[config.mk]
export PLATFORM = sky130hd
export DESIGN_NAME = sync_arith_unit
export DESIGN_NICKNAME = d
export VERILOG_FILES = /design/src/rtl/sync_arith_pkg.sv /design/src/rtl/sync_arith_core.sv /design/src/rtl/sync_arith_unit.sv
export SDC_FILE = /design/constraint.sdc
export NUM_CORES = 1
export LEC_CHECK = 0
export ABC_AREA = 1
export CAP_MARGIN = 20
export CORE_UTILIZATION = 35
export DETAILED_ROUTE_END_ITERATION = 10
export PLACE_DENSITY = 0.69
export SKIP_LAST_GASP = 1
export SLEW_MARGIN = 10
export SYNTH_ARGS = -nofsm -noshare
export SYNTH_HDL_FRONTEND = slang
export SYNTH_SLANG_ARGS = --single-unit
[constraint.sdc]
create_clock -name i_clk -period 0.8 [get_ports i_clk]
set_input_delay 0.16 -clock i_clk [delete_from_list [all_inputs] [get_ports i_clk]]
set_output_delay 0.16 -clock i_clk [all_outputs]
set_load 0.01 [all_outputs]
[src/rtl/sync_arith_pkg.sv]
// sync_arith_pkg: opcode and status-bit constants for the registered arithmetic unit
package sync_arith_pkg;
    localparam int OP_SUB2B = 0;
    localparam int OP_LT    = 1;
    localparam int OP_ADD   = 2;
    localparam int OP_U2ZM  = 3;
    localparam int ST_ERR   = 3;
    localparam int ST_ONES  = 2;
    localparam int ST_ZEROS = 1;
    localparam int ST_PAR   = 0;
endpackage

[src/rtl/sync_arith_core.sv]
// sync_arith_core: combinational next result, error and flags for one signed op
module sync_arith_core
    import sync_arith_pkg::*;
#(
    parameter int N = 2,
    parameter int M = 4
) (
    input  logic [N-1:0] i_op,
    input  logic [M-1:0] i_arg_A,
    input  logic [M-1:0] i_arg_B,
    output logic [M-1:0] o_result,
    output logic [3:0]   o_status
);
    logic signed [M+1:0] w_a, w_b, w_sub, w_add;
    logic [M-2:0] w_mag;
    logic [M-1:0] w_sm, w_r;
    logic w_sub_ovf, w_add_ovf, w_lt, w_a_min, w_hi, w_err;
    logic [1:0] w_op;
    assign w_op  = i_op[1:0];
    assign w_a   = {{2{i_arg_A[M-1]}}, i_arg_A};
    assign w_b   = {{2{i_arg_B[M-1]}}, i_arg_B};
    assign w_sub = w_a - (w_b <<< 1);
    assign w_add = w_a + w_b;
    // a value fits in M bits only when its top three bits agree
    assign w_sub_ovf = ~((&w_sub[M+1:M-1]) | ~(|w_sub[M+1:M-1]));
    assign w_add_ovf = ~((&w_add[M+1:M-1]) | ~(|w_add[M+1:M-1]));
    assign w_lt    = $signed(i_arg_A) < $signed(i_arg_B);
    // low M-1 bits of |A| depend only on the low M-1 bits of A
    assign w_mag   = -i_arg_A[M-2:0];
    assign w_a_min = i_arg_A[M-1] & ~(|i_arg_A[M-2:0]);
    assign w_sm    = i_arg_A[M-1] ? {1'b1, w_mag} : i_arg_A;
    if (N > 2) begin : g_hi
        assign w_hi = |i_op[N-1:2];
    end else begin : g_no_hi
        assign w_hi = 1'b0;
    end
    assign w_err = w_hi
                 | (w_op == 2'(OP_SUB2B) & w_sub_ovf)
                 | (w_op == 2'(OP_ADD)   & w_add_ovf)
                 | (w_op == 2'(OP_U2ZM)  & w_a_min);
    assign w_r = (w_op == 2'(OP_SUB2B)) ? w_sub[M-1:0] :
                 (w_op == 2'(OP_LT))    ? {{(M-1){1'b0}}, w_lt} :
                 (w_op == 2'(OP_ADD))   ? w_add[M-1:0] : w_sm;
    // error forces a zero result and suppresses every flag except ERROR
    always_comb begin
        o_status           = '0;
        o_result           = w_err ? '0 : w_r;
        o_status[ST_ERR]   = w_err;
        o_status[ST_ONES]  = ~w_err & (&w_r);
        o_status[ST_ZEROS] = ~w_err & ~(|w_r);
        o_status[ST_PAR]   = ~w_err & (^w_r);
    end
endmodule

[src/rtl/sync_arith_unit.sv]
// sync_arith_unit: registered signed ALU with result and status flags, one-cycle latency
module sync_arith_unit
    import sync_arith_pkg::*;
#(
    parameter int N = 2,
    parameter int M = 4
) (
    input  logic         i_clk,
    input  logic         i_reset,
    input  logic [N-1:0] i_op,
    input  logic [M-1:0] i_arg_A,
    input  logic [M-1:0] i_arg_B,
    output logic [M-1:0] o_result,
    output logic [3:0]   o_status
);
    logic [M-1:0] w_result, r_result;
    logic [3:0]   w_status, r_status;
    sync_arith_core #(.N(N), .M(M)) u_core (
        .i_op     (i_op),
        .i_arg_A  (i_arg_A),
        .i_arg_B  (i_arg_B),
        .o_result (w_result),
        .o_status (w_status)
    );
    // capture every cycle; active-low reset clears outputs without waiting for a clock
    always_ff @(posedge i_clk or negedge i_reset) begin
        if (!i_reset) begin
            r_result <= '0;
            r_status <= '0;
        end else begin
            r_result <= w_result;
            r_status <= w_status;
        end
    end
    assign o_result = r_result;
    assign o_status = r_status;
endmodule

## Yosys cells after proc, flatten, opt, wreduce, memory -nomap -nowiden

Cells that the tools add are included.

| word-level totals | value |
|---|---|
| register bits after elaboration | 8 |
| bits of input ports | 12 |
| output and inout port bits | 8 |
| word-level logic and storage cells | 41 |

| operators by class | value |
|---|---|
| add/subtract/negate cells | 3 |
| magnitude comparators | 1 |
| eq/ne operators | 3 |
| muxes and demuxes | 5 |
| bitwise gates (word level) | 18 |
| reduce and logical (&&, ||, !) cells | 9 |

Operator list:

| kind | count |
|---|---|
| $mux W4 | 5 |
| $reduce_or A3 Y1 | 3 |
| $and A1 B1 Y1 | 7 |
| $not A1 Y1 | 7 |
| $reduce_and A3 Y1 | 2 |
| $sub A4 B5 Y6 | 1 |
| $add A4 B4 Y5 | 1 |
| $eq A2 B2 Y1 const B | 2 |
| $lt A4 B4 Y1 | 1 |
| $or A1 B1 Y1 | 4 |
| $reduce_and A4 Y1 | 1 |
| $reduce_or A4 Y1 | 1 |
| $reduce_xor A4 Y1 | 1 |
| $neg A3 Y3 | 1 |
| $eq A2 B1 Y1 const B | 1 |
| $logic_not A2 Y1 | 1 |

## Longest topological paths before layout

Gate-level depths: netlist of the first run.

| depth | value |
|---|---|
| depth in word-level cells | 10 |
| gate-level depth with buffers | 13 |
| gate-level depth less buffers | 13 |

## By module

From an unflattened synthesis of the first run, not the netlist that was laid out.

| second synthesis, totals | value |
|---|---|
| cell total of the unflattened synthesis | 140 |
| area total of the unflattened synthesis | 950.9 um^2 |

By module, submodules not included:

| module | instances | cells an instance | area an instance (um^2) | sequential area each (um^2) |
|---|---|---|---|---|
| sync_arith_core | 1 | 132 | 750.7 | 0.0 |
| sync_arith_unit | 1 | 8 | 200.2 | 200.2 |

## Worst setup path before layout of the first run

No wires, ideal clock.

| timing path | value |
|---|---|
| kind | input to register |
| start point | in i_arg_A[1] |
| end point | reg r_status[0], in the netlist o_status[0] |
| library setup time | 121 ps |
| arrival time | 1798 ps |
| path slack | -1119 ps |
| cell stages on the path | 11 |
| path buffers | 0 |
| cells stage by stage | inv_1 > ha_1 > inv_1 > fa_1 > xnor2_2 > o21ai_0 > nand2_1 > inv_1 > ha_1 > xnor2_1 > nor2_2 |

| between the ends | value |
|---|---|
| word-level cells in the longest chain between the ends | 10 |
| elaborated cells on any way between the ends | 29 |
| classes of those cells | 3 x add/sub; 1 x order compare; 4 x mux; 15 x bitwise; 6 x reduce/logical |

RTL lines:

| what | RTL line | source |
|---|---|---|
| start: declaration | sync_arith_unit.sv:11 | `input logic [M-1:0] i_arg_A,` |
| $sub A4 B5 Y6 / $add A4 B4 Y5 (equally long branches) | sync_arith_core.sv:22, sync_arith_core.sv:23 |  |
| $reduce_or A3 Y1 (on tied branches) | sync_arith_core.sv:25, sync_arith_core.sv:26 |  |
| $not A1 Y1 (on tied branches) | sync_arith_core.sv:25, sync_arith_core.sv:26 |  |
| $or A1 B1 Y1 (on tied branches) | sync_arith_core.sv:25, sync_arith_core.sv:26 |  |
| $not A1 Y1 (on tied branches) | sync_arith_core.sv:25, sync_arith_core.sv:26 |  |
| $and A1 B1 Y1 (on tied branches) | sync_arith_core.sv:38, sync_arith_core.sv:39 |  |
| $or A1 B1 Y1 | sync_arith_core.sv:39 | `\| (w_op == 2'(OP_ADD) & w_add_ovf)` |
| $or A1 B1 Y1 | sync_arith_core.sv:40 | `\| (w_op == 2'(OP_U2ZM) & w_a_min);` |
| $not A1 Y1 | sync_arith_core.sv:51 | `o_status[ST_PAR] = ~w_err & (^w_r);` |
| $and A1 B1 Y1 (*) | sync_arith_core.sv:51 |  |
| named net u_core.o_status[0] | sync_arith_core.sv:12 | `output logic [3:0] o_status` |
| end signal: assignment | sync_arith_unit.sv:32 | `r_status <= w_status;` |
| end: declaration | sync_arith_unit.sv:17 | `logic [3:0] w_status, r_status;` |

The timed path passes the listed nets; every way through them passes the cells marked *.

## Final worst setup path of the first run

| timing path | value |
|---|---|
| start point | in i_arg_B[0] |
| end point | reg r_status[0], in the netlist o_status[0] |

| between the ends | value |
|---|---|
| word-level cells in the longest chain between the ends | 10 |
| elaborated cells on any way between the ends | 23 |
| classes of those cells | 2 x add/sub; 1 x order compare; 3 x mux; 12 x bitwise; 5 x reduce/logical |

RTL lines:

| what | RTL line | source |
|---|---|---|
| start: declaration | sync_arith_unit.sv:12 | `input logic [M-1:0] i_arg_B,` |
| $sub A4 B5 Y6 / $add A4 B4 Y5 (equally long branches) | sync_arith_core.sv:22, sync_arith_core.sv:23 |  |
| $reduce_or A3 Y1 (on tied branches) | sync_arith_core.sv:25, sync_arith_core.sv:26 |  |
| $not A1 Y1 (on tied branches) | sync_arith_core.sv:25, sync_arith_core.sv:26 |  |
| $or A1 B1 Y1 (on tied branches) | sync_arith_core.sv:25, sync_arith_core.sv:26 |  |
| $not A1 Y1 (on tied branches) | sync_arith_core.sv:25, sync_arith_core.sv:26 |  |
| $and A1 B1 Y1 (on tied branches) | sync_arith_core.sv:38, sync_arith_core.sv:39 |  |
| $or A1 B1 Y1 | sync_arith_core.sv:39 |  |
| $or A1 B1 Y1 | sync_arith_core.sv:40 |  |
| $not A1 Y1 | sync_arith_core.sv:51 |  |
| $and A1 B1 Y1 (*) | sync_arith_core.sv:51 |  |
| named net u_core.o_status[0] | sync_arith_core.sv:12 |  |

Marks and branches as above.

==> metrics.md, run 1 <==
| Metric | Value |
|---|---|
| Final Hold Fails | `0` |
| Worst EP arrival | `1750 ps` |
| Clk slew on worst S/H paths | `50 ps` |
| Cells after Synth | `132` |
| Synthesis-stage register bit count | `8` |
| Crit-path most repeated cell | `ha_4` |
| Layout cells sized above 1 | `0.584` |
| # H-tree levels | `1` |
| Via count | `1056` |
| Final slew viol count | `0` |
| Delay-heaviest family, CP | `adder cells` |
| Avg Inst Size Synth | `7.40 µm²` |
| Ys Warns | `0` |
| CP Launch Point | `i_arg_B[0]` |
| Minimum clock period | `1610 ps` |
| Post-synthesis cell type count | `22` |
| Critical path cell sequence | `buf_8 > ha_4 > fa_2 > o21ai_2 > a22oi_2 > ha_4 > xnor2_2 > nor2_2` |
| Drt initial violations | `20` |
| Global-route wire length before repair | `4510 µm` |
| Core area | `between 0.002 and 0.003 mm²` |
| Violated checks | `setup timing` |
| Total gr overflow | `0` |
| Clk root buf | `clkbuf_4` |
| Slowest CP cell | `fa_2` |
| Wire length per cell | `12.7 µm` |
| Clk buf depth | `2` |
| Worst setup path endpoint | `o_status[0]` |
| Worst path depth | `8` |
| Max Fclk | `0.620 GHz` |
| Sequential cell area | `200 µm²` |
| Maximum VDD drop | `996 µV` |
| Combinational power share | `0.607` |
| Sequential Power Share | `0.246` |
| Syn Std Cell Area | `about 1000 µm²` |
| Routability Congestion | `approximately 0.78` |
| Port bufs | `19` |
| Multi-input gate area | `845 µm²` |
| Syn_nets | `approximately 160` |
| DP HPWL | `between 2000 and 2500 µm` |
| Initial antenna violation count | `0` |
| Most common cell after layout, fill and taps aside | `buf_4` |
| Nets | `about 220` |
| Sw frac | `0.368` |
| Setup ws final | `-814 ps` |
| Unrepaired setup endpoints after global routing | `true` |
| Slew HR | `0.772` |
| Die ar. | `0.00301 mm²` |
| Routed WL | `2800 µm` |
| Clock share of power | `0.148` |
| DRT Pass-1 Iters | `4` |
| Initial core utilization | `0.381` |
| Power per Cell Area | `1190 mW/mm²` |
| Cell row count | `18` |
| Commonest cells after routing, fill and taps aside | `buf_4 (30), nand2_1 (23), inv_2 (11), nor2_2 (11), buf_6 (11)` |
| DRC errors left | `0` |
| Largest net degree at the start of global routing | `9` |
| Fillcell total | `roughly 240` |
| Antenna cells | `0` |
| Internal power | `1.27 mW` |
| Number of clock sinks | `8` |
| Total CTS buffers | `3` |
| Max-cap violations | `0` |
| Slowest stage delay, CP | `560 ps` |
| I/O pins | `20` |
| Vert. Die Dim | `54.8 µm` |
| CTS tree | `yes` |
| Total GRT Usage | `0.215` |
| Sequential area share after synthesis | `0.205` |
| Setup crit end kind | `register` |
| Dpl ws | `-1600 ps` |
| Area grow syn2layout | `71.7%` |
| Detail Route Antenna Nets | `0` |
| Final worst path period share | `2.02` |
| Setup Viol. Count Final | `16` |
| Min-Delay Path Class | `in -> async` |
| Worst slew pin tran | `341 ps` |
| Outcome | `finished with violations` |
| Worst EP required | `940 ps` |
| Psw | `0.737 mW` |
| Setup_tns | `-6090 ps` |
| Number of vias per cell | `~4.8` |
| Vias in the first global route | `1103` |
| Critical path type | `in -> reg` |
| Crit path launch type | `input pin` |
| Die W | `54.8 µm` |
| Worst-path fanout max | `3` |
| CTS Hold Bufs | `0` |
| Static leakage power | `approximately 0.86 nW` |
| Buf+Inv Stages, Crit Path | `1` |
how the worst min path moves through the flow:
stage	startpoint	to	slack, ps	cells past startpoint
2_1_floorplan	i_reset	o_result[0]	-140	0
3_3_place_gp	i_reset	o_status[2]	440	1
3_5_place_dp	i_reset	o_status[0]	450	1
4_1_cts	i_reset	o_status[0]	190	1
5_1_grt	i_reset	o_status[1]	190	1
6_report	i_reset	o_status[0]	180	1
sequential cells by signal, indices dropped and copies added, names as in the netlist:
signal / flops
o_result: 4
o_status: 4
logic make-up after synthesis:
logic type,share of synthesized area
AND/OR/NAND/NOR,0.314
buffers and inverters,0.0922
adder cells (fa/ha/maj),0.259
flip-flops,0.205
AO/OA/AOI/OAI,0.105
XOR/XNOR,0.0256
layout make-up:
cell class / instances / share of cell area
Multi-Input combinational cell: 100 / 0.503
Clock buffer: 3 / 0.0134
Timing Repair Buffer: 55 / 0.277
Tap cell: 30 / 0.0224
Sequential cell: 8 / 0.119
Inverter: 24 / 0.0641
synthesized netlist by cell type (all sizes together):
master / count / area (µm²)
o21ai: 7 / 35.0
a22oi: 1 / 12.5
nor3: 1 / 5.00
xnor2: 2 / 25.0
nand3: 10 / 65.1
nand2: 31 / 131
inv: 24 / 90.1
ha: 17 / 213
a31oi: 1 / 6.26
dfrtp: 8 / 200
fa: 2 / 40.0
a21oi: 6 / 48.8
nor2: 22 / 105
power by group through the flow:
stage | clock [mW] | combinational [mW] | sequential (mW)
global placement | 0 | 0.973 | 0.490
global route | 0.345 | 1.33 | 0.501
floorplan | 0 | 0.485 | 0.528
finish | 0.296 | 1.22 | 0.492
CTS | 0.307 | 1.11 | 0.484
detailed placement | 0 | 1.00 | 0.493
stage by stage:
step	util	area, µm²	cells	power, mW	hold slack [ps]
final	0.654	1680	220	2.00	180
after global routing	0.654	1680	220	2.18	188
after CTS	0.623	1600	219	1.90	185
after detailed placement	0.567	1460	210	1.49	452
after global placement	0.567	1460	210	1.46	441
after floorplan	-	1010	132	1.01	-136
layer usage:
layer / GRT usage / up-vias / part of all wire
met3: 0.0278 / 4 / 0.026
met4: 0.0855 / 0 / 0.0093
met5: 0 / - / 0
met1: 0.198 / 499 / 0.38
li1: - / 533 / -
met2: 0.454 / 20 / 0.58
repair_timing:
item,4_1_cts,5_1_grt
pin swaps,20,17
resized for setup,80,32
buffers inserted,7,3
setup endpoints to repair,16,16
Note: power is estimated with default switching activity, not from simulation.
==> run 2, diff against run 1 <==
Settings changed: CORE_MARGIN from default to 10.
==> metrics.md, run 2 (synthesized netlist as in run 1, its figures left out) <==
| Metric | Value |
|---|---|
| Dpl ws | `-1640 ps (was -1600 ps)` |
| Clk slew on worst S/H paths | `50 ps (about the same)` |
| Worst EP required | `940 ps (about the same)` |
| Most common cell after layout, fill and taps aside | `buf_4 (unchanged)` |
| Via count | `1115 (was 1056)` |
| Port bufs | `19 (unchanged)` |
| Commonest cells after routing, fill and taps aside | `buf_4 (37), nand2_1 (21), inv_2 (13) (was buf_4 (30), nand2_1 (23), inv_2 (11), nor2_2 (11), buf_6 (11))` |
| # H-tree levels | `1 (unchanged)` |
| Detail Route Antenna Nets | `0 (unchanged)` |
| DRT Pass-1 Iters | `4 (unchanged)` |
| Total GRT Usage | `0.112 (was 0.215)` |
| Vias in the first global route | `1174 (was 1103)` |
| Cell row count | `19 (was 18)` |
| Global-route wire length before repair | `4950 µm (was 4510 µm)` |
| Setup ws final | `-836 ps (was -814 ps)` |
| DRC errors left | `0 (unchanged)` |
| Critical path type | `in -> reg (unchanged)` |
| Initial core utilization | `0.361 (was 0.381)` |
| Area grow syn2layout | `72.9% (was 71.7%)` |
| Clk buf depth | `2 (unchanged)` |
| Number of clock sinks | `8 (unchanged)` |
| Maximum VDD drop | `973 µV (was 996 µV)` |
| Fillcell total | `243 (was 242)` |
| Final worst path period share | `2.05 (was 2.02)` |
| Final Hold Fails | `0 (unchanged)` |
| Unrepaired setup endpoints after global routing | `true (unchanged)` |
| Final Util | `0.623 (was 0.654)` |
| Slew HR | `0.778 (was 0.772)` |
| Wire length per cell | `14.2 µm (was 12.7 µm)` |
| CTS Hold Bufs | `0 (unchanged)` |
| Static leakage power | `0.879 nW (was 0.860 nW)` |
| Slowest CP cell | `fa_2 (unchanged)` |
| DP HPWL | `2230 µm (was 2000 µm)` |
| Layout Cell Area excl Fill | `0.00169 mm² (was 0.00168 mm²)` |
| Min-Delay Path Class | `in -> async (unchanged)` |
| Slowest stage delay, CP | `510 ps (was 560 ps)` |
| Clk root buf | `clkbuf_4 (unchanged)` |
| Total CTS buffers | `3 (unchanged)` |
| Die W | `72.8 µm (was 54.8 µm)` |
| Crit path launch type | `input pin (unchanged)` |
| Setup Viol. Count Final | `16 (unchanged)` |
| Worst EP arrival | `1780 ps (was 1750 ps)` |
| Initial antenna violation count | `0 (unchanged)` |
| Nets | `227 (was 223)` |
| Antenna cells | `0 (unchanged)` |
| Layout cells sized above 1 | `0.613 (was 0.584)` |
| Core area | `0.00271 mm² (was 0.00257 mm²)` |
| Violated checks | `setup timing (unchanged)` |
| Worst slew pin tran | `332 ps (was 341 ps)` |
| Total Power | `2.03 mW (was 2.00 mW)` |
| Worst-path fanout max | `3 (unchanged)` |
| CTS tree | `yes (unchanged)` |
| Number of vias per cell | `4.96 (was 4.80)` |
| Die ar. | `0.00531 mm² (was 0.00301 mm²)` |
| Outcome | `finished with violations (unchanged)` |
| Drt initial violations | `35 (was 20)` |
| Hold slack | `176 ps (was 180 ps)` |
| Final slew viol count | `0 (unchanged)` |
| Setup crit end kind | `register (unchanged)` |
| Max-cap violations | `0 (unchanged)` |
| Total gr overflow | `0 (unchanged)` |
| Routability Congestion | `0.849 (was 0.780)` |
| Minimum clock period | `1640 ps (was 1610 ps)` |
| DP Area | `0.00145 mm² (was 0.00146 mm²)` |
| Largest net degree at the start of global routing | `9 (unchanged)` |
| I/O pins | `20 (unchanged)` |
| Max Fclk | `0.611 GHz (was 0.620 GHz)` |
| Crit-path most repeated cell | `ha_4 (unchanged)` |
| Critical path cell sequence | `buf_12 > inv_12 > ha_4 > inv_4 > fa_2 > nor2_1 > a31oi_1 > nand2_1 > inv_2 > ha_4 > xnor2_2 > nor2_2 (was buf_8 > ha_4 > fa_2 > o21ai_2 > a22oi_2 > ha_4 > xnor2_2 > nor2_2)` |
| Vert. Die Dim | `72.8 µm (was 54.8 µm)` |
| Power per Cell Area | `1200 mW/mm² (was 1190 mW/mm²)` |
| Routed WL | `3190 µm (was 2800 µm)` |
==> run 2: critical path: cells and delay by family <==
family	cells	cell delay [ps]
simple gates	3	200
buf+inv	4	260
compound gates	1	170
fa+ha+maj	3	840
xor+xnor	1	130
==> run 2: worst max-delay path by stage <==
stage,endpoint,startpoint,slack (ps),cells after the start
CTS,o_status[0],i_arg_A[1],-920,13
floorplan,o_status[0],i_arg_A[1],-950,11
global route,o_status[0],i_arg_A[1],-870,12
detailed placement,o_status[0],i_arg_A[1],-1640,13
global placement,o_status[0],i_arg_A[1],-1550,13
finish,o_status[0],i_arg_A[1],-840,12
==> run 2: through the flow <==
stage	setup TNS, ps	instances
final	-6330	225
after global routing	-7170	225
after CTS	-7310	220
after detailed placement	-13590	210
after global placement	-12940	210
after floorplan	-5540	132
==> run 2: what timing repair did <==
action	CTS	global route
pin swaps	19	21
gates resized for setup	79	31
setup buffers	9	6
endpoints found under the setup margin	16	16
==> run 2: area by class of cell <==
type | count | area [µm²] | area share
Multi-Input combinational cell | 100 | 852 | 0.504
Timing Repair Buffer | 59 | 470 | 0.279
Sequential cell | 8 | 200 | 0.119
Inverter | 24 | 105 | 0.0622
Tap cell | 31 | 38.8 | 0.0230
Clock buffer | 3 | 22.5 | 0.0133
==> run 2: power by group <==
group | switching [mW] | internal (mW)
Clock | 0.128 | 0.171
Sequential | 0.0216 | 0.469
Combinational | 0.610 | 0.627
Total | 0.759 | 1.27
==> run 2: per-layer routing <==
metal | part of all wire | global-route usage | up-vias
li1 | - | - | 540
met1 | 0.35 | 0.105 | 524
met2 | 0.56 | 0.224 | 39
met3 | 0.058 | 0.0204 | 12
met4 | 0.033 | 0.0549 | 0
met5 | 0 | 0 | -
==> edit, RTL diff (config.mk and constraints of run 2) <==
Make the reset (`i_reset`) synchronous in one clocked block.
--- a/src/rtl/sync_arith_unit.sv
+++ b/src/rtl/sync_arith_unit.sv
@@ -23,7 +23,7 @@
         .o_status (w_status)
     );
     // capture every cycle; active-low reset clears outputs without waiting for a clock
-    always_ff @(posedge i_clk or negedge i_reset) begin
+    always_ff @(posedge i_clk) begin
         if (!i_reset) begin
             r_result <= '0;
             r_status <= '0;
Function: differs if i_reset is asserted again (counterexample within 4 cycles, from zero or initial values and one cycle with i_reset low); with i_reset held inactive, the same outputs for 10 cycles.
==> edit against run 2 <==
Sequential share of layout area shrank 1.9 points; design area is 4.2% lower; utilization up 1.8 points; count of clock-buffer cells in the layout is the same; power decreased by 7.2%; first-iteration DRC count rose by 20%; setup slack worse by 62 ps; routed wire length down 13%; synthesized area down 3.7%; sequential cell count did not move; non-clock buffer count shrank 6; sequential power shrank 8.8%; fmax decreased by 3.7%; clock power rose by 2%; the run still ends with setup timing left.
==> edit: results (changes against run 2) <==
setup_path:
  slowest_delay_ps: 420  # -90 ps
  crit_path_end: "o_status[0]"
  arrival_ps: 1850  # +70 ps
  cp_max_fo: 2  # -1
finish:
  layout.cells.non_filler: 222  # -1.3%
  nFillCells: 203  # -16%
  drive_gt1_share_pct: 52.60  # -8.7 points
outcome:
  violations: "setup timing"
  outcome: "finished with violations"
global_route:
  grt_pass1_wl_um: 4816  # -2.8%
  grt_usage_pct: 11.43  # +0.20 points
  grt_start_max_net_pins: 8  # -1
  grt_pass1_vias: 1108  # -5.6%
routing:
  wl_met2_um: 1516  # -15%
  wl_um: 2776  # -13%
  dr_wl_met3_um: 148  # -20%
  drt_iter0_drc: 42  # +20%
  wl_met1_um: 1052  # -5.9%
  via_per_inst: 4.793  # -3.3%
power:
  leakage_nw: 0.8235  # -6.3%
  seq_power_w: 0.000448  # -8.8%
  power_switching_w: 0.0006939  # -8.6%
  p_int_w: 0.001187  # -6.3%
  power_frac_comb_pct: 60.0  # -1.0 points
clock_tree:
  cts_root_buf: "clkbuf_4"
  ctsResizeCount: 96  # +22%
  clock_path_buffers: 2  # unchanged
synthesis:
  synthTopCellsByArea: "ha_1 21%, dfxtp_1 17%, nand2_1 12%"
  synth_commonest_cells: "31 x nand2_1, 25 x inv_1, 16 x ha_1"
  postSynth.asyncResetShare_pct: 0  # -100 points
  synth_compound_area_share_pct: 10.51  # about the same
  synth_cell_types: 26  # +18%
  synth_fa_ha_area_share_pct: 25.53  # -0.33 points
  syn_area_per_cell_um2: 6.868  # -7.2%
  ys_seq_area_share_pct: 17.02  # -3.5 points
  synth_xor_area_share_pct: 2.793  # +0.23 points
place:
  gp_congestion: 0.8481  # -0.12%
  placed_area_mm2: 0.001399  # -3.5%
  dp_slack_ps: -1788  # -146.8 ps
  dp_cells: 212  # +0.95%
  hpwl_um: 2064  # -7.4%
sta:
  setup_viol: 16  # unchanged
  relSlewSlack_pct: 82.67  # +4.9 points
  hold_slack_ps: 556.2  # +379.9 ps
  tns_ps: -6499  # -172.4 ps
  layout_setup_ws_ps: -898.2  # -62.21 ps
min_path:
  holdCritPathClass: "input pin to flip-flop"
## edit: cell types whose count changed after synthesis, sizes merged, moves of 2 or more
cell / run 2 / this run
nand3: 10 / 14
o21ai: 7 / 5
xor2: 0 / 2
nand2: 31 / 33
dfrtp: 8 / 0
dfxtp: 0 / 8
nor2: 22 / 16
inv: 24 / 27
## edit: layout make-up
| type | count | area, µm² | share of cell area (%) |
|---|---|---|---|
| Tap cell | 30 | 37.54 | 2.320 |
| Clock buffer | 3 | 22.52 | 1.392 |
| Inverter | 27 | 116.4 | 7.193 |
| Sequential cell | 8 | 161.4 | 9.977 |
| Timing Repair Buffer | 53 | 427.9 | 26.45 |
| Multi-Input combinational cell | 101 | 852.1 | 52.67 |
## edit: routing by layer
layer  vias up  GRT usage (%)
met5         -              0
met4         0          5.591
met3         6          3.168
met2        27          21.76
met1       489          10.89
li1        542              -
